===== src/rtl/serial_adder_if.sv =====
// rtl/serial_adder_if.sv - start/result handshake bundle for serial_adder
// master drives the request and operands; slave returns status and result.
interface serial_adder_if #(
  parameter int WIDTH = 8
) ();
  logic             start;
  logic [WIDTH-1:0] a;
  logic [WIDTH-1:0] b;
  logic             cin;
  logic             sub;
  logic             ready;
  logic             done;
  logic [WIDTH-1:0] sum;
  logic             cout;
  logic             ovf;

  modport master (
    output start, a, b, cin, sub,
    input  ready, done, sum, cout, ovf
  );

  modport slave (
    input  start, a, b, cin, sub,
    output ready, done, sum, cout, ovf
  );
endinterface


===== src/rtl/serial_adder.sv =====
// rtl/serial_adder.sv - digit-serial adder/subtractor, DIGIT bits per clock, LSB first
// Result registers only change on the final digit so sum never shows partial shifting.
module serial_adder #(
  parameter int WIDTH = 8,
  parameter int DIGIT = 1
) (
  input  logic          clk,
  input  logic          rst,
  serial_adder_if.slave bus
);

  localparam int STEPS = WIDTH / DIGIT;
  localparam int CNT_W = (STEPS > 1) ? $clog2(STEPS) : 1;
  localparam logic [CNT_W-1:0] LAST = CNT_W'(STEPS - 1);

  typedef enum logic [1:0] {
    IDLE = 2'd0,
    RUN  = 2'd1,
    DONE = 2'd2
  } state_t;

  state_t           state_q, state_d;
  logic [WIDTH-1:0] a_q, a_d;
  logic [WIDTH-1:0] b_q, b_d;
  logic [WIDTH-1:0] acc_q, acc_d;
  logic [WIDTH-1:0] sum_q, sum_d;
  logic             carry_q, carry_d;
  logic             cout_q, cout_d;
  logic             ovf_q, ovf_d;
  logic [CNT_W-1:0] cnt_q, cnt_d;

  logic [DIGIT:0]   dsum;
  logic [WIDTH-1:0] acc_shift;
  logic             last_digit;
  logic             msb_a, msb_b, msb_r;

  assign dsum = {1'b0, a_q[DIGIT-1:0]} + {1'b0, b_q[DIGIT-1:0]} + {{DIGIT{1'b0}}, carry_q};
  assign last_digit = (cnt_q == LAST);

  // Same-sign operands producing an opposite-sign result is carry-into-MSB xor carry-out.
  assign msb_a = a_q[DIGIT-1];
  assign msb_b = b_q[DIGIT-1];
  assign msb_r = dsum[DIGIT-1];

  generate
    if (DIGIT == WIDTH) begin : g_one_step
      assign acc_shift = dsum[DIGIT-1:0];
    end else begin : g_multi_step
      assign acc_shift = {dsum[DIGIT-1:0], acc_q[WIDTH-1:DIGIT]};
    end
  endgenerate

  always_ff @(posedge clk) begin
    if (rst) begin
      state_q <= IDLE;
      a_q     <= '0;
      b_q     <= '0;
      acc_q   <= '0;
      sum_q   <= '0;
      carry_q <= 1'b0;
      cout_q  <= 1'b0;
      ovf_q   <= 1'b0;
      cnt_q   <= '0;
    end else begin
      state_q <= state_d;
      a_q     <= a_d;
      b_q     <= b_d;
      acc_q   <= acc_d;
      sum_q   <= sum_d;
      carry_q <= carry_d;
      cout_q  <= cout_d;
      ovf_q   <= ovf_d;
      cnt_q   <= cnt_d;
    end
  end

  always_comb begin
    state_d = state_q;
    case (state_q)
      IDLE:    if (bus.start) state_d = RUN;
      RUN:     if (last_digit) state_d = DONE;
      DONE:    state_d = IDLE;
      default: state_d = IDLE;
    endcase
  end

  always_comb begin
    a_d     = a_q;
    b_d     = b_q;
    acc_d   = acc_q;
    sum_d   = sum_q;
    carry_d = carry_q;
    cout_d  = cout_q;
    ovf_d   = ovf_q;
    cnt_d   = cnt_q;
    case (state_q)
      IDLE: begin
        if (bus.start) begin
          a_d     = bus.a;
          b_d     = bus.sub ? ~bus.b : bus.b;
          carry_d = bus.sub ? 1'b1 : bus.cin;
          acc_d   = '0;
          cnt_d   = '0;
        end
      end
      RUN: begin
        a_d     = a_q >> DIGIT;
        b_d     = b_q >> DIGIT;
        acc_d   = acc_shift;
        carry_d = dsum[DIGIT];
        cnt_d   = cnt_q + CNT_W'(1);
        if (last_digit) begin
          sum_d  = acc_shift;
          cout_d = dsum[DIGIT];
          ovf_d  = (msb_a ~^ msb_b) & (msb_r ^ msb_a);
        end
      end
      default: begin
      end
    endcase
  end

  always_comb begin
    bus.ready = (state_q == IDLE);
    bus.done  = (state_q == DONE);
    bus.sum   = sum_q;
    bus.cout  = cout_q;
    bus.ovf   = ovf_q;
  end

endmodule


===== src/flat_wrapper.sv =====
// flat-port wrapper written by rule: the top's interface ports become plain ports
module serial_adder_flat 
#(
  parameter int WIDTH = 8,
  parameter int DIGIT = 1
)
  (clk, rst, bus_start, bus_a, bus_b, bus_cin, bus_sub, bus_ready, bus_done, bus_sum, bus_cout, bus_ovf);
  serial_adder_if #(.WIDTH(WIDTH)) bus_i ();
  input  logic clk;
  input  logic rst;
  input wire logic [$bits(bus_i.start)-1:0] bus_start;
  input wire logic [$bits(bus_i.a)-1:0] bus_a;
  input wire logic [$bits(bus_i.b)-1:0] bus_b;
  input wire logic [$bits(bus_i.cin)-1:0] bus_cin;
  input wire logic [$bits(bus_i.sub)-1:0] bus_sub;
  output wire logic [$bits(bus_i.ready)-1:0] bus_ready;
  output wire logic [$bits(bus_i.done)-1:0] bus_done;
  output wire logic [$bits(bus_i.sum)-1:0] bus_sum;
  output wire logic [$bits(bus_i.cout)-1:0] bus_cout;
  output wire logic [$bits(bus_i.ovf)-1:0] bus_ovf;
  assign bus_i.start = bus_start;
  assign bus_i.a = bus_a;
  assign bus_i.b = bus_b;
  assign bus_i.cin = bus_cin;
  assign bus_i.sub = bus_sub;
  assign bus_ready = bus_i.ready;
  assign bus_done = bus_i.done;
  assign bus_sum = bus_i.sum;
  assign bus_cout = bus_i.cout;
  assign bus_ovf = bus_i.ovf;
  serial_adder #(.WIDTH(WIDTH), .DIGIT(DIGIT)) u_core (.clk(clk), .rst(rst), .bus(bus_i));
endmodule

===== config.mk =====
export PLATFORM = sky130hd
export DESIGN_NAME = serial_adder_flat
export DESIGN_NICKNAME = d
export VERILOG_FILES = /design/src/rtl/serial_adder_if.sv /design/src/rtl/serial_adder.sv /design/src/flat_wrapper.sv
export SDC_FILE = /design/constraint.sdc
export NUM_CORES = 1
export LEC_CHECK = 0
export CORE_MARGIN = 3
export CORE_UTILIZATION = 40
export CTS_CLUSTER_SIZE = 28
export DETAILED_ROUTE_END_ITERATION = 16
export DONT_BUFFER_PORTS = 1
export PLACE_DENSITY = 0.63
export SKIP_CTS_REPAIR_TIMING = 1
export SYNTH_ARGS = -nofsm -noshare
export SYNTH_HDL_FRONTEND = slang
export SYNTH_SLANG_ARGS = --single-unit

===== constraint.sdc =====
create_clock -name clk -period 1.8 [get_ports clk]
set_clock_uncertainty 0.1 [all_clocks]
set_input_delay 0.45 -clock clk [delete_from_list [all_inputs] [get_ports clk]]
set_output_delay 0.45 -clock clk [all_outputs]
set_load 0.01 [all_outputs]

==> impl_metrics.toml <==
[setup_path]
cp-start-kind = "flip-flop"
critPathMaxStageDelay_ns = 0.52
cp_num_buf_inv = 1
r2r_start = "u_core.cnt_q[0]"
cp.arrival_ns = 1.13
cp_slowest_cell = "dfxtp_1"
crit_fanout = 11
cp.required_ns = 1.25
critical_path_class = "flip-flop to output pin"
r2r_setup_slack_ns = 0.21
timing.rr.end = "u_core.bus.ovf"
rr_worst_depth = 5
cp-end-kind = "output pin"
crit_family = "flip-flops"
crit_chain = "buf_4 -> nor2_1"

[synthesis]
yosysSeqAreaShare_pct = 44.3
yosys_warnings = 0
yosysUniqueCellTypes = 31
syn_area_mm2 = 0.00176
ys_seq_elements = 39
synth_fp_nets = 223
syn_area_per_cell_um2 = 8.85
synthCells = 199

[finish]
drive_gt1_share_pct = 14.4
diodes = 0
regArea_um2 = 781
multi_input_area_um2 = 863
postLayoutCoreUtil_pct = 45.4
nFillCells = 408
nets = 219
final_common_cell = "dfxtp_1"
area_delta_synth_final_pct = 6.11
final_cell_mix = "dfxtp_1, nor2_1, a21oi_1"

[timing]
finalHoldViolCount = 0
setup_viol = 0
fmax_ghz = 0.597
min_period_ns = 1.68
max_slew_margin_pct = 73.2
rsz0062_at_grt = "no"
tightest_slew_ns = 0.401
tns_ns = 0
final_max_slew_viol_count = 0
period_share_pct = 93.1

[detailed_routing]
dr_total_vias = 1333
drt_pass1_iterations = 4
routedWlPerCell_um = 14.4
drc = 0
routed_via_density = 5.44
drtIter0Drc = 57
ant_nets = 0
drt-total-wl_mm = 3.53

[floorplanning]
io_pins = 33
rows = 23
die_h_um = 72.4
core-area_mm2 = 0.00412
die_area_mm2 = 0.00524
die_w_um = 72.4
initial_core_util_pct = 42.8

[worst_hold_path]
min_path_type = "input pin to flip-flop"
hp-start = "rst"
min_path_cells = 1
hold_end = "u_core.state_q[1]"

[grt]
grt_max_degree = 41
track_usage_pct = 14.9
gr-total-overflow = 0
grt_pass1_wl_mm = 6.06
antenna_found_initial = 0
first_global_vias = 1388

[clock_network]
cts_made_buffers = 5
clock-sinks = 39
htreeDepth = 2
cts_buffer_depth = 2
clk_pin_slew_ns = 0.07
clock-root-buffer = "clkbuf_8"
insertion_delay_ns = 0.28
cts_tree = "done"

[placed_design]
post-dp-hpwl_mm = 2.49
port_buffers = 0
gp_congestion = 0.780

[power_and_ir_drop]
power_density_mw_per_mm2 = 895
leakage_nw = 0.682
vdd_drop_max_uv = 445

[status]
status = "finished clean"

[flow_run]
cap_violations = 0
[worst register-to-register path, delay by kind of cell (launching register included)]
family	cells	cell delay (ns)
AOI/OAI and AO/OA	1	0.23
and+or+nand+nor	2	0.49
DFF	1	0.36
adders and majority gates	2	0.33
[cell usage after synthesis]
library cell / instances / area, um^2
o22ai_2: 7 / 87.6
a21oi_1: 24 / 120
inv_1: 8 / 30.0
nand3b_1: 3 / 22.5
nor2b_1: 4 / 25.0
clkbuf_1: 5 / 18.8
a221oi_1: 1 / 8.76
o21ai_0: 1 / 5.00
buf_6: 2 / 22.5
or2_1: 1 / 6.26
nor2_1: 27 / 101
nand2b_1: 2 / 12.5
a211oi_1: 1 / 7.51
xnor2_1: 7 / 61.3
mux2i_1: 1 / 10.0
buf_2: 7 / 35.0
o221a_2: 7 / 78.8
or3_1: 1 / 6.26
dfxtp_1: 39 / 781
fa_1: 1 / 20.0
nor3_1: 1 / 5.00
xor2_1: 1 / 8.76
buf_1: 3 / 11.3
ha_1: 2 / 25.0
nand2_1: 21 / 78.8
and3b_1: 1 / 8.76
a22oi_1: 17 / 128
or4b_1: 1 / 10.0
a311oi_1: 1 / 8.76
o21bai_2: 1 / 11.3
o22ai_1: 1 / 6.26
[per-layer routing]
layer	vias to the layer above	global-route usage, %	wire length (um)
li1	680	-	-
met1	621	17.4	1570
met2	28	24.3	1730
met3	4	5.26	191
met4	0	7.10	31
met5	-	0	0
[power breakdown]
part           total (W)  switching, W  internal [W]
combinational   0.000157     0.0000741     0.0000831
sequential      0.000933     0.0000334      0.000900
clock           0.000582      0.000282      0.000300
total            0.00167      0.000390       0.00128
[sequential cells by signal (all words and copies together), names as in the netlist]
register	cells
u_core.carry_q	1
u_core.cnt_q	3
u_core.bus.sum	8
u_core.a_q	8
u_core.bus.ovf	1
u_core.state_q	2
u_core.acc_q	7
u_core.bus.cout	1
u_core.b_q	8
[layout make-up]
class                      count  area share, %
multi-input combinational    135           46.2
sequential                    39           41.8
clock buffer                   6           4.42
tap                           50           3.35
timing repair buffer           6           2.41
inverter                       8           1.61
clock inverter                 1          0.268
[worst max-delay path by stage]
stage | slack (ns) | end | start | cells past startpoint
final | 0.12 | bus_ready | u_core.state_q[0] | 2
after global routing | 0.05 | bus_done | u_core.state_q[0] | 2
after detailed placement | 0.22 | u_core.bus.ovf | u_core.cnt_q[0] | 5
after floorplan | 0.24 | bus_done | u_core.state_q[1] | 3
after global placement | 0.30 | u_core.bus.ovf | u_core.cnt_q[0] | 5
after CTS | 0.12 | bus_ready | u_core.state_q[0] | 2
[cells by family after synthesis]
logic type	share of synthesized area, %
mux	0.568
flops	44.3
simple gates	15.7
buf+inv	6.68
xor+xnor	3.98
compound gates	26.2
fa+ha+maj	2.56
[per-stage QoR]
step | instances | setup WS [ns] | hold WS [ns] | total power [W] | cell area [um^2]
global placement | 238 | 0.300 | 0.348 | 0.00110 | 1780
finish | 245 | 0.125 | 0.133 | 0.00167 | 1870
floorplan | 199 | 0.244 | 0.332 | 0.00110 | 1760
CTS | 245 | 0.122 | 0.118 | 0.00170 | 1870
global route | 245 | 0.0476 | 0.109 | 0.00175 | 1870
detailed placement | 238 | 0.223 | 0.351 | 0.00111 | 1780
Power figures use the tool's default switching activity.
